**config.mk**
```make
export PLATFORM = sky130hd
export DESIGN_NAME = mux_serial_8a1_flat
export DESIGN_NICKNAME = d
export VERILOG_FILES = /design/src/rtl/mux_demux_pkg.sv /design/src/rtl/mux_serial_8a1_if.sv /design/src/rtl/mux_serial_8a1_contador_canal.sv /design/src/rtl/mux_serial_8a1.sv /design/src/flat_wrapper.sv
export SDC_FILE = /design/constraint.sdc
export NUM_CORES = 1
export LEC_CHECK = 0
export ABC_AREA = 1
export CAP_MARGIN = 20
export CORE_ASPECT_RATIO = 0.75
export CORE_MARGIN = 2
export CORE_UTILIZATION = 53
export CTS_BUF_LIST = sky130_fd_sc_hd__clkbuf_4
export DETAILED_ROUTE_END_ITERATION = 8
export PLACE_DENSITY_LB_ADDON = 0.12
export RECOVER_POWER = 100
export SETUP_SLACK_MARGIN = 0.4
export SYNTH_ARGS = -nofsm -noshare
export SYNTH_HDL_FRONTEND = slang
export SYNTH_SLANG_ARGS = --single-unit
```
**constraint.sdc**
```tcl
create_clock -name clk -period 1.87 [get_ports clk]
set_input_delay 0.187 -clock clk [delete_from_list [all_inputs] [get_ports clk]]
set_output_delay 0.187 -clock clk [all_outputs]
set_load 0.03 [all_outputs]
```
**src/rtl/mux_demux_pkg.sv**
```systemverilog
// Shared definitions for the serial mux/demux link.
// Default frame geometry and the transmit FSM states.
package mux_demux_pkg;

    localparam int N_CANALES_DEF = 8;
    localparam int SEL_W_DEF     = 3;
    localparam int ANCHO_DEF     = 1;

    typedef enum logic {
        REPOSO = 1'b0,
        ENVIO  = 1'b1
    } estado_e;

endpackage

```
**src/rtl/mux_serial_8a1_if.sv**
```systemverilog
// Frame-in / symbol-out bundle of the serializer.
// master = frame source and downstream sink, slave = serializer.
interface mux_serial_8a1_if
    import mux_demux_pkg::*;
#(
    parameter int N_CANALES = N_CANALES_DEF,
    parameter int SEL_W     = SEL_W_DEF,
    parameter int ANCHO     = ANCHO_DEF
);

    logic [N_CANALES*ANCHO-1:0] entradas;
    logic                       datos_validos;
    logic                       datos_listo;
    logic                       pausa;
    logic [ANCHO-1:0]           salida;
    logic [SEL_W-1:0]           control;
    logic                       valido;
    logic                       inicio_trama;
    logic                       fin_trama;

    modport master (
        output entradas,
        output datos_validos,
        output pausa,
        input  datos_listo,
        input  salida,
        input  control,
        input  valido,
        input  inicio_trama,
        input  fin_trama
    );

    modport slave (
        input  entradas,
        input  datos_validos,
        input  pausa,
        output datos_listo,
        output salida,
        output control,
        output valido,
        output inicio_trama,
        output fin_trama
    );

endinterface

```
**src/rtl/mux_serial_8a1_contador_canal.sv**
```systemverilog
// Channel index counter: clear wins over enable,
// tc flags the last channel of the frame.
module contador_canal
    import mux_demux_pkg::*;
#(
    parameter int N_CANALES = N_CANALES_DEF,
    parameter int SEL_W     = SEL_W_DEF
) (
    input  logic             clk,
    input  logic             rst_n,
    input  logic             en,
    input  logic             clr,
    output logic [SEL_W-1:0] q,
    output logic             tc
);

    localparam logic [SEL_W-1:0] ULTIMO = SEL_W'(N_CANALES - 1);

    logic [SEL_W-1:0] cnt_q, cnt_d;

    always_comb begin
        cnt_d = cnt_q;
        if (clr) begin
            cnt_d = '0;
        end else if (en) begin
            cnt_d = cnt_q + 1'b1;
        end
    end

    always_ff @(posedge clk or negedge rst_n) begin
        if (!rst_n) begin
            cnt_q <= '0;
        end else begin
            cnt_q <= cnt_d;
        end
    end

    assign q  = cnt_q;
    assign tc = (cnt_q == ULTIMO);

endmodule

```
**src/rtl/mux_serial_8a1.sv**
```systemverilog
// Time-division serializer: one captured frame out,
// one channel per clock, with channel index for the demux.
module mux_serial_8a1
    import mux_demux_pkg::*;
#(
    parameter int N_CANALES = N_CANALES_DEF,
    parameter int SEL_W     = SEL_W_DEF,
    parameter int ANCHO     = ANCHO_DEF
) (
    input logic             clk,
    input logic             rst_n,
    mux_serial_8a1_if.slave bus
);

    localparam logic [SEL_W-1:0] ULTIMO = SEL_W'(N_CANALES - 1);

    estado_e                    estado_q, estado_d;
    logic [N_CANALES*ANCHO-1:0] shadow_q, shadow_d;
    logic [ANCHO-1:0]           salida_q, salida_d;
    logic [SEL_W-1:0]           control_q, control_d;
    logic                       valido_q, valido_d;
    logic                       inicio_q, inicio_d;
    logic                       fin_q, fin_d;
    logic                       pausado_q, pausado_d;

    logic [SEL_W-1:0] idx, idx_nx;
    logic             tc, en, clr;
    logic             enviando, avanza, listo, acepta;

    assign enviando = (estado_q == ENVIO);
    assign avanza   = enviando && !bus.pausa;
    assign listo    = !enviando || (tc && !bus.pausa);
    assign acepta   = bus.datos_validos && listo;
    assign idx_nx   = idx + 1'b1;

    // A symbol held by a pause is re-presented before the index moves on.
    assign en  = avanza && !tc && !pausado_q;
    assign clr = acepta || (avanza && tc && !pausado_q);

    contador_canal #(
        .N_CANALES (N_CANALES),
        .SEL_W     (SEL_W)
    ) u_contador (
        .clk   (clk),
        .rst_n (rst_n),
        .en    (en),
        .clr   (clr),
        .q     (idx),
        .tc    (tc)
    );

    always_comb begin
        estado_d  = estado_q;
        shadow_d  = shadow_q;
        salida_d  = salida_q;
        control_d = control_q;
        valido_d  = valido_q;
        inicio_d  = inicio_q;
        fin_d     = fin_q;
        pausado_d = pausado_q;
        if (acepta) begin
            estado_d  = ENVIO;
            shadow_d  = bus.entradas;
            salida_d  = bus.entradas[ANCHO-1:0];
            control_d = '0;
            valido_d  = 1'b1;
            inicio_d  = 1'b1;
            fin_d     = (N_CANALES == 1);
            pausado_d = 1'b0;
        end else if (enviando && bus.pausa) begin
            valido_d  = 1'b0;
            inicio_d  = 1'b0;
            fin_d     = 1'b0;
            pausado_d = 1'b1;
        end else if (avanza && pausado_q) begin
            valido_d  = 1'b1;
            inicio_d  = (idx == '0);
            fin_d     = tc;
            pausado_d = 1'b0;
        end else if (avanza && !tc) begin
            salida_d  = shadow_q[int'(idx_nx)*ANCHO +: ANCHO];
            control_d = idx_nx;
            valido_d  = 1'b1;
            inicio_d  = 1'b0;
            fin_d     = (idx_nx == ULTIMO);
        end else if (avanza) begin
            estado_d  = REPOSO;
            valido_d  = 1'b0;
            inicio_d  = 1'b0;
            fin_d     = 1'b0;
        end
    end

    always_ff @(posedge clk or negedge rst_n) begin
        if (!rst_n) begin
            estado_q  <= REPOSO;
            shadow_q  <= '0;
            salida_q  <= '0;
            control_q <= '0;
            valido_q  <= 1'b0;
            inicio_q  <= 1'b0;
            fin_q     <= 1'b0;
            pausado_q <= 1'b0;
        end else begin
            estado_q  <= estado_d;
            shadow_q  <= shadow_d;
            salida_q  <= salida_d;
            control_q <= control_d;
            valido_q  <= valido_d;
            inicio_q  <= inicio_d;
            fin_q     <= fin_d;
            pausado_q <= pausado_d;
        end
    end

    assign bus.datos_listo  = listo;
    assign bus.salida       = salida_q;
    assign bus.control      = control_q;
    assign bus.valido       = valido_q;
    assign bus.inicio_trama = inicio_q;
    assign bus.fin_trama    = fin_q;

endmodule

```
**src/flat_wrapper.sv**
```systemverilog
// flat-port wrapper written by rule: the top's interface ports become plain ports
module mux_serial_8a1_flat import mux_demux_pkg::*;
#(
    parameter int N_CANALES = N_CANALES_DEF,
    parameter int SEL_W     = SEL_W_DEF,
    parameter int ANCHO     = ANCHO_DEF
)
  (clk, rst_n, bus_entradas, bus_datos_validos, bus_pausa, bus_datos_listo, bus_salida, bus_control, bus_valido, bus_inicio_trama, bus_fin_trama);
  mux_serial_8a1_if #(.N_CANALES(N_CANALES), .SEL_W(SEL_W), .ANCHO(ANCHO)) bus_i ();
  input logic clk;
  input logic rst_n;
  input wire logic [$bits(bus_i.entradas)-1:0] bus_entradas;
  input wire logic [$bits(bus_i.datos_validos)-1:0] bus_datos_validos;
  input wire logic [$bits(bus_i.pausa)-1:0] bus_pausa;
  output wire logic [$bits(bus_i.datos_listo)-1:0] bus_datos_listo;
  output wire logic [$bits(bus_i.salida)-1:0] bus_salida;
  output wire logic [$bits(bus_i.control)-1:0] bus_control;
  output wire logic [$bits(bus_i.valido)-1:0] bus_valido;
  output wire logic [$bits(bus_i.inicio_trama)-1:0] bus_inicio_trama;
  output wire logic [$bits(bus_i.fin_trama)-1:0] bus_fin_trama;
  assign bus_i.entradas = bus_entradas;
  assign bus_i.datos_validos = bus_datos_validos;
  assign bus_i.pausa = bus_pausa;
  assign bus_datos_listo = bus_i.datos_listo;
  assign bus_salida = bus_i.salida;
  assign bus_control = bus_i.control;
  assign bus_valido = bus_i.valido;
  assign bus_inicio_trama = bus_i.inicio_trama;
  assign bus_fin_trama = bus_i.fin_trama;
  mux_serial_8a1 #(.N_CANALES(N_CANALES), .SEL_W(SEL_W), .ANCHO(ANCHO)) u_core (.clk(clk), .rst_n(rst_n), .bus(bus_i));
endmodule
```
==> out/metrics.cfg, run 1 <==
[status]
run_status = finished, final reports clean

[clock_network]
cts_tree = yes
root_buffer = clkbuf_4
numCtsBuffers = 3
htreeDepth = 1
clk_pin_slew_ps = 110
clockBufferDepth = 2
clock_sinks = 20
insertion_delay_ps = 310
cts_hold_buf = 0

[sta]
finalHoldViolCount = 0
timing.hold.ws_ps = 406
fin_crit_sh = 0.931
setup_viol = 0
slew-limit-headroom = 0.271
min_period_ps = 1740
rsz0062_at_grt = true
fmax_mhz = 574
tightest_slew_ps = 1090
slew_viol_final = 0
fin_worst_skew_ps = 9.30
finalSetupTns_ps = 0

[hold_path]
min_path_type = in -> reg
min_from = bus_entradas[3]

[power_and_ir_drop]
intPower_mw = 1.37
peakVddDrop_mv = 1.35
powerDensity_nw_per_um2 = 1770
combPwrFrac = 0.645
leakagePower_nw = 0.770
power_mw = 2.80
clkPwrFrac = 0.076
seqPwrFrac = 0.279
netSwitchingPower_mw = 1.42
swShare = 0.508

[finish]
final_cells = 181
largest_reg_flops = 8
n_antenna_cell = 0
largest_register = u_core.shadow_q
fillers = 72
drive_gt1_frac = 0.308
finish.utilization = 0.880
area_growth_syn_to_layout_pct = 51.5
final_nets = 177

[synth]
ys_ff_latch = 20
syn_inst = 123
synth-seq-area-share = 0.481
synth_cell_types = 19
syn_nets = 140
syn_avg_cell_area_um2 = 8.45
syn_area_um2 = 1040
synth_warnings = 0
synth_edf_count = 0
ys.flop_type = dfrtp_1
ys_async_sr_fraction = 1.00

[critical_path]
criticalPathCategory = reg -> out
critPathSlowestCell = dfrtp_1
r2r_slack_ps = 160
regToRegStartpoint = u_core.u_contador.q[1]$_DFFE_PN0P_
crit_path_max_incr_delay_ps = 470
crit_family = flip-flops
critPathRequiredTime_ps = 1680
cp_num_buf_inv = 3
startpoint_type = register
arrival_ps = 1550
path_cells = ha_4 -> ha_4 -> inv_4 -> nand2_4 -> nand2_4 -> inv_4 -> buf_6
worstSetupEndpointType = primary output
critPathMaxFanout = 3
crit_start = u_core.u_contador.q[1]$_DFFE_PN0P_

[job]
max-cap-violations = 0

[global_route]
first_global_vias = 956
grt_start_max_net_pins = 21
grt.overflow.total = 0
antenna_found_initial = 0
grt.total_usage = 0.299
grt_pass1_wl_um = 4860

[drt]
routed_via_density = 6.13
vias = 1110
postRouteAntennaNets = 0
wl_per_cell_um = 20.7
drt_iter0_drc = 81
post-route-drc-count = 0
drt_pass1_iterations = 4
wl_um = 3750

[floorplanning]
io_pins = 20
row_count = 13
die_y_um = 42.4
core_um2 = 1790
initial_core_util = 0.581
dieWidth_um = 55.1
die-area_um2 = 2340

[placed_design]
hpwl_um = 1550
portBuffers = 19
place.gp.congestion = 0.863
dp_cells = 164

[cells in the mapped netlist, types with 3 or more instances]
cell type	instances	area share
a21oi_1	3	0.014
dfrtp_1	20	0.48
ha_1	5	0.060
inv_1	22	0.079
nand2_1	33	0.12
nand3_1	7	0.034
nand4_1	4	0.024
o21ai_0	4	0.019
o21ai_1	10	0.048
o31ai_1	3	0.022
[power by group through the flow]
| stage | combinational (mW) | clock (mW) | sequential, mW |
|---|---|---|---|
| 2_1_floorplan | 0.726 | 0 | 0.847 |
| 3_3_place_gp | 1.14 | 0 | 0.743 |
| 3_5_place_dp | 1.15 | 0 | 0.758 |
| 4_1_cts | 1.41 | 0.213 | 0.752 |
| 5_1_grt | 1.92 | 0.242 | 0.795 |
| 6_report | 1.80 | 0.213 | 0.779 |
[stage by stage]
| step | setup WS, ps | cell area, um^2 |
|---|---|---|
| finish | 129 | 1580 |
| global route | 78.1 | 1580 |
| CTS | 211 | 1440 |
| detailed placement | 257 | 1260 |
| global placement | 317 | 1260 |
| floorplan | 410 | 1050 |
[final timing paths]
check	depth (start not counted)	end
min	3	u_core.shadow_q[3]$_DFFE_PN0P_
max	7	bus_datos_listo
max in group asynchronous	2	u_core.u_contador.q[0]$_DFFE_PN0P_
min in group asynchronous	2	u_core.shadow_q[6]$_DFFE_PN0P_
min reg2reg	2	u_core.bus.control[2]$_DFFE_PN0P_
max reg2reg	8	u_core.bus.fin_trama$_DFFE_PN0P_
[cell families after synthesis]
logic type	Yosys count	share of synthesized area
AOI/OAI and AO/OA	22	0.118
adders and majority gates	5	0.0602
buffers and inverters	25	0.0975
DFF	20	0.481
and+or+nand+nor	51	0.243
[tightest hold or removal path: cells and delay by family]
family / cells / cell delay, ps
AND/OR/NAND/NOR: 1 / 60
AO/OA/AOI/OAI: 1 / 50
buffers and inverters: 1 / 390
[metal layers]
layer | wire [um] | vias up | GRT usage
met5 | 0 | - | 0
met4 | 198 | 0 | 0.0780
li1 | - | 472 | -
met1 | 1380 | 512 | 0.403
met3 | 447 | 24 | 0.0643
met2 | 1720 | 102 | 0.481
[repair_timing]
item | CTS | global route
pin swaps | 3 | 2
buffers inserted | 7 | 4
cloned | 0 | 2
gates resized for setup | 33 | 29
setup endpoints to repair | 25 | 20
[cell type report]
class,instances,area [um^2],share of cell area
Multi-Input combinational cell,78,593,0.376
Sequential cell,20,502,0.319
Timing Repair Buffer,31,290,0.184
Inverter,24,116,0.0739
Tap cell,22,27.5,0.0175
Clock buffer,3,22.5,0.0143
Timing Repair inverter,2,20.0,0.0127
Clock inverter,1,3.75,0.00238
[placed cells by master (no fill, tap or decap), drive strengths merged]
cell,n
dlygate4sd3,1
dlygate4sd2,7
ha,5
o21a,1
nand2,35
clkinv,2
o211ai,1
clkinvlp,1
clkbuf,7
nand4,4
o31ai,3
nand3,9
inv,24
nor2,2
o21ai,14
a21oi,3
dfrtp,20
buf,9
or2,1
clkdlybuf4s50,10
No activity file was read; power rests on OpenSTA's default activity.
==> inputs of run 2 (changes only) <==
--- a/config.mk
+++ b/config.mk
@@ -6,10 +6,11 @@
 export NUM_CORES = 1
 export LEC_CHECK = 0
 export ABC_AREA = 1
+export ABC_CLOCK_PERIOD_IN_PS = 1870
 export CAP_MARGIN = 20
 export CORE_ASPECT_RATIO = 0.75
 export CORE_MARGIN = 2
-export CORE_UTILIZATION = 53
+export CORE_UTILIZATION = 50
 export CTS_BUF_LIST = sky130_fd_sc_hd__clkbuf_4
 export DETAILED_ROUTE_END_ITERATION = 8
 export PLACE_DENSITY_LB_ADDON = 0.12
==> out/metrics.cfg, run 2 (synthesized netlist as in run 1, its figures left out) <==
[power_and_ir_drop]
powerDensity_nw_per_um2 = 1690
swShare = 0.471
netSwitchingPower_mw = 1.15
combPwrFrac = 0.610
leakagePower_nw = 0.707
peakVddDrop_mv = 1.23
seqPwrFrac = 0.308
intPower_mw = 1.30
clkPwrFrac = 0.082

[sta]
slew-limit-headroom = 0.263
fin_worst_skew_ps = 5.31
fmax_mhz = 593
setup_viol = 0
tightest_slew_ps = 1110
rsz0062_at_grt = true
slew_viol_final = 0
fin_crit_sh = 0.902
min_period_ps = 1690
finalSetupTns_ps = 0
finalHoldViolCount = 0

[finish]
seqCellArea_um2 = 502
final_common_cell = nand2_1
multiInputGateArea_um2 = 522
fillers = 156
n_antenna_cell = 0
largest_register = u_core.shadow_q
final_nets = 176
final_cell_mix = 30 x nand2_1, 19 x dfrtp_1, 16 x inv_1, 10 x clkdlybuf4s50_1, 8 x nand3_1
design_area_um2 = 1450
largest_reg_flops = 8
area_growth_syn_to_layout_pct = 39.4
drive_gt1_frac = 0.223

[drt]
wl_um = 2620
post-route-drc-count = 0
vias = 954
wl_per_cell_um = 14.5
postRouteAntennaNets = 0
drt_pass1_iterations = 4
drt_iter0_drc = 41
routed_via_density = 5.27

[global_route]
grt_pass1_wl_um = 3970
grt_start_max_net_pins = 21
grt.total_usage = 0.213
grt.overflow.total = 0
antenna_found_initial = 0
first_global_vias = 874

[critical_path]
arrival_ps = 1500
criticalPathCategory = reg -> out
worstSetupEndpointType = primary output
startpoint_type = register
critPathMaxFanout = 3
critPathRequiredTime_ps = 1680

[clock_network]
htreeDepth = 1
root_buffer = clkbuf_4
cts_hold_buf = 0
clock_sinks = 20
clk_pin_slew_ps = 110
insertion_delay_ps = 300
numCtsBuffers = 3
clockBufferDepth = 2
cts_tree = yes

[status]
run_status = finished, final reports clean

[floorplanning]
io_pins = 20
dieWidth_um = 56.7
die-area_um2 = 2460
initial_core_util = 0.525
die_y_um = 43.5
core_um2 = 1980
row_count = 14

[placed_design]
place.gp.congestion = 0.833
portBuffers = 19
hpwl_um = 1590
placed_area_um2 = 1260

[hold_path]
min_path_type = in -> reg

[job]
max-cap-violations = 0

[run 2: cell count changes in the layout (fill, tap and decap cells not counted), sizes merged]
cell / before / now
clkinv: 2 / 0
inv: 24 / 23
nand3: 9 / 10
[run 2: power groups by stage]
stage	registers (mW)	clock network, mW	logic [mW]
CTS	0.749	0.203	1.33
detailed placement	0.758	0	1.17
floorplan	0.847	0	0.726
global placement	0.745	0	1.14
finish	0.754	0.202	1.49
global route	0.778	0.224	1.65
[run 2: area by class of cell]
class	instances	share of cell area
timing repair buffer	31	0.186
clock buffer	3	0.0155
tap	24	0.0207
multi-input combinational	79	0.360
inverter	24	0.0717
sequential	20	0.346
[run 2: repair_timing]
item                                   4_1_cts  5_1_grt
pin swaps                                    3        2
setup buffers                                6        5
gates cloned                                 1        0
resized for setup                           17       18
endpoints found under the hold margin        0        0
setup endpoints to repair                   25       11
[run 2: through the flow]
stage / util / setup slack, ps / power, mW / instances / hold slack [ps]
after floorplan: - / 410 / 1.57 / 123 / -109
after global placement: 0.637 / 305 / 1.89 / 166 / 474
after detailed placement: 0.637 / 236 / 1.92 / 166 / 480
after CTS: 0.698 / 266 / 2.28 / 176 / 228
after global routing: 0.732 / 89.2 / 2.65 / 181 / 428
final: 0.732 / 183 / 2.45 / 181 / 421
[run 2: path summary, 6_finish.rpt]
check / from / to / slack (ps) / cells after the start
max in group asynchronous: rst_n / u_core.u_contador.q[0]$_DFFE_PN0P_ / 530 / 2
worst max register to register: u_core.u_contador.q[0]$_DFFE_PN0P_ / u_core.u_contador.q[2]$_DFFE_PN0P_ / 210 / 8
worst min register to register: u_core.bus.inicio_trama$_DFFE_PN0P_ / u_core.bus.inicio_trama$_DFFE_PN0P_ / 520 / 2
worst max-delay path: u_core.u_contador.q[0]$_DFFE_PN0P_ / bus_datos_listo / 180 / 7
min in group asynchronous: rst_n / u_core.bus.inicio_trama$_DFFE_PN0P_ / 600 / 2
worst min-delay path: bus_entradas[6] / u_core.shadow_q[6]$_DFFE_PN0P_ / 420 / 3
[run 2: worst max-delay path, cell delays in order, from the launching register on]
cell and delay (ps):
dfrtp_2 420, ha_1 250, ha_4 180, inv_2 60
nand2_4 50, nand2_1 60, inv_1 50, buf_6 130
[run 2: routing by layer]
metal	wire length, um	track usage
met4	41	0.0476
met2	1280	0.314
met3	133	0.0716
met1	1160	0.308
met5	0	0
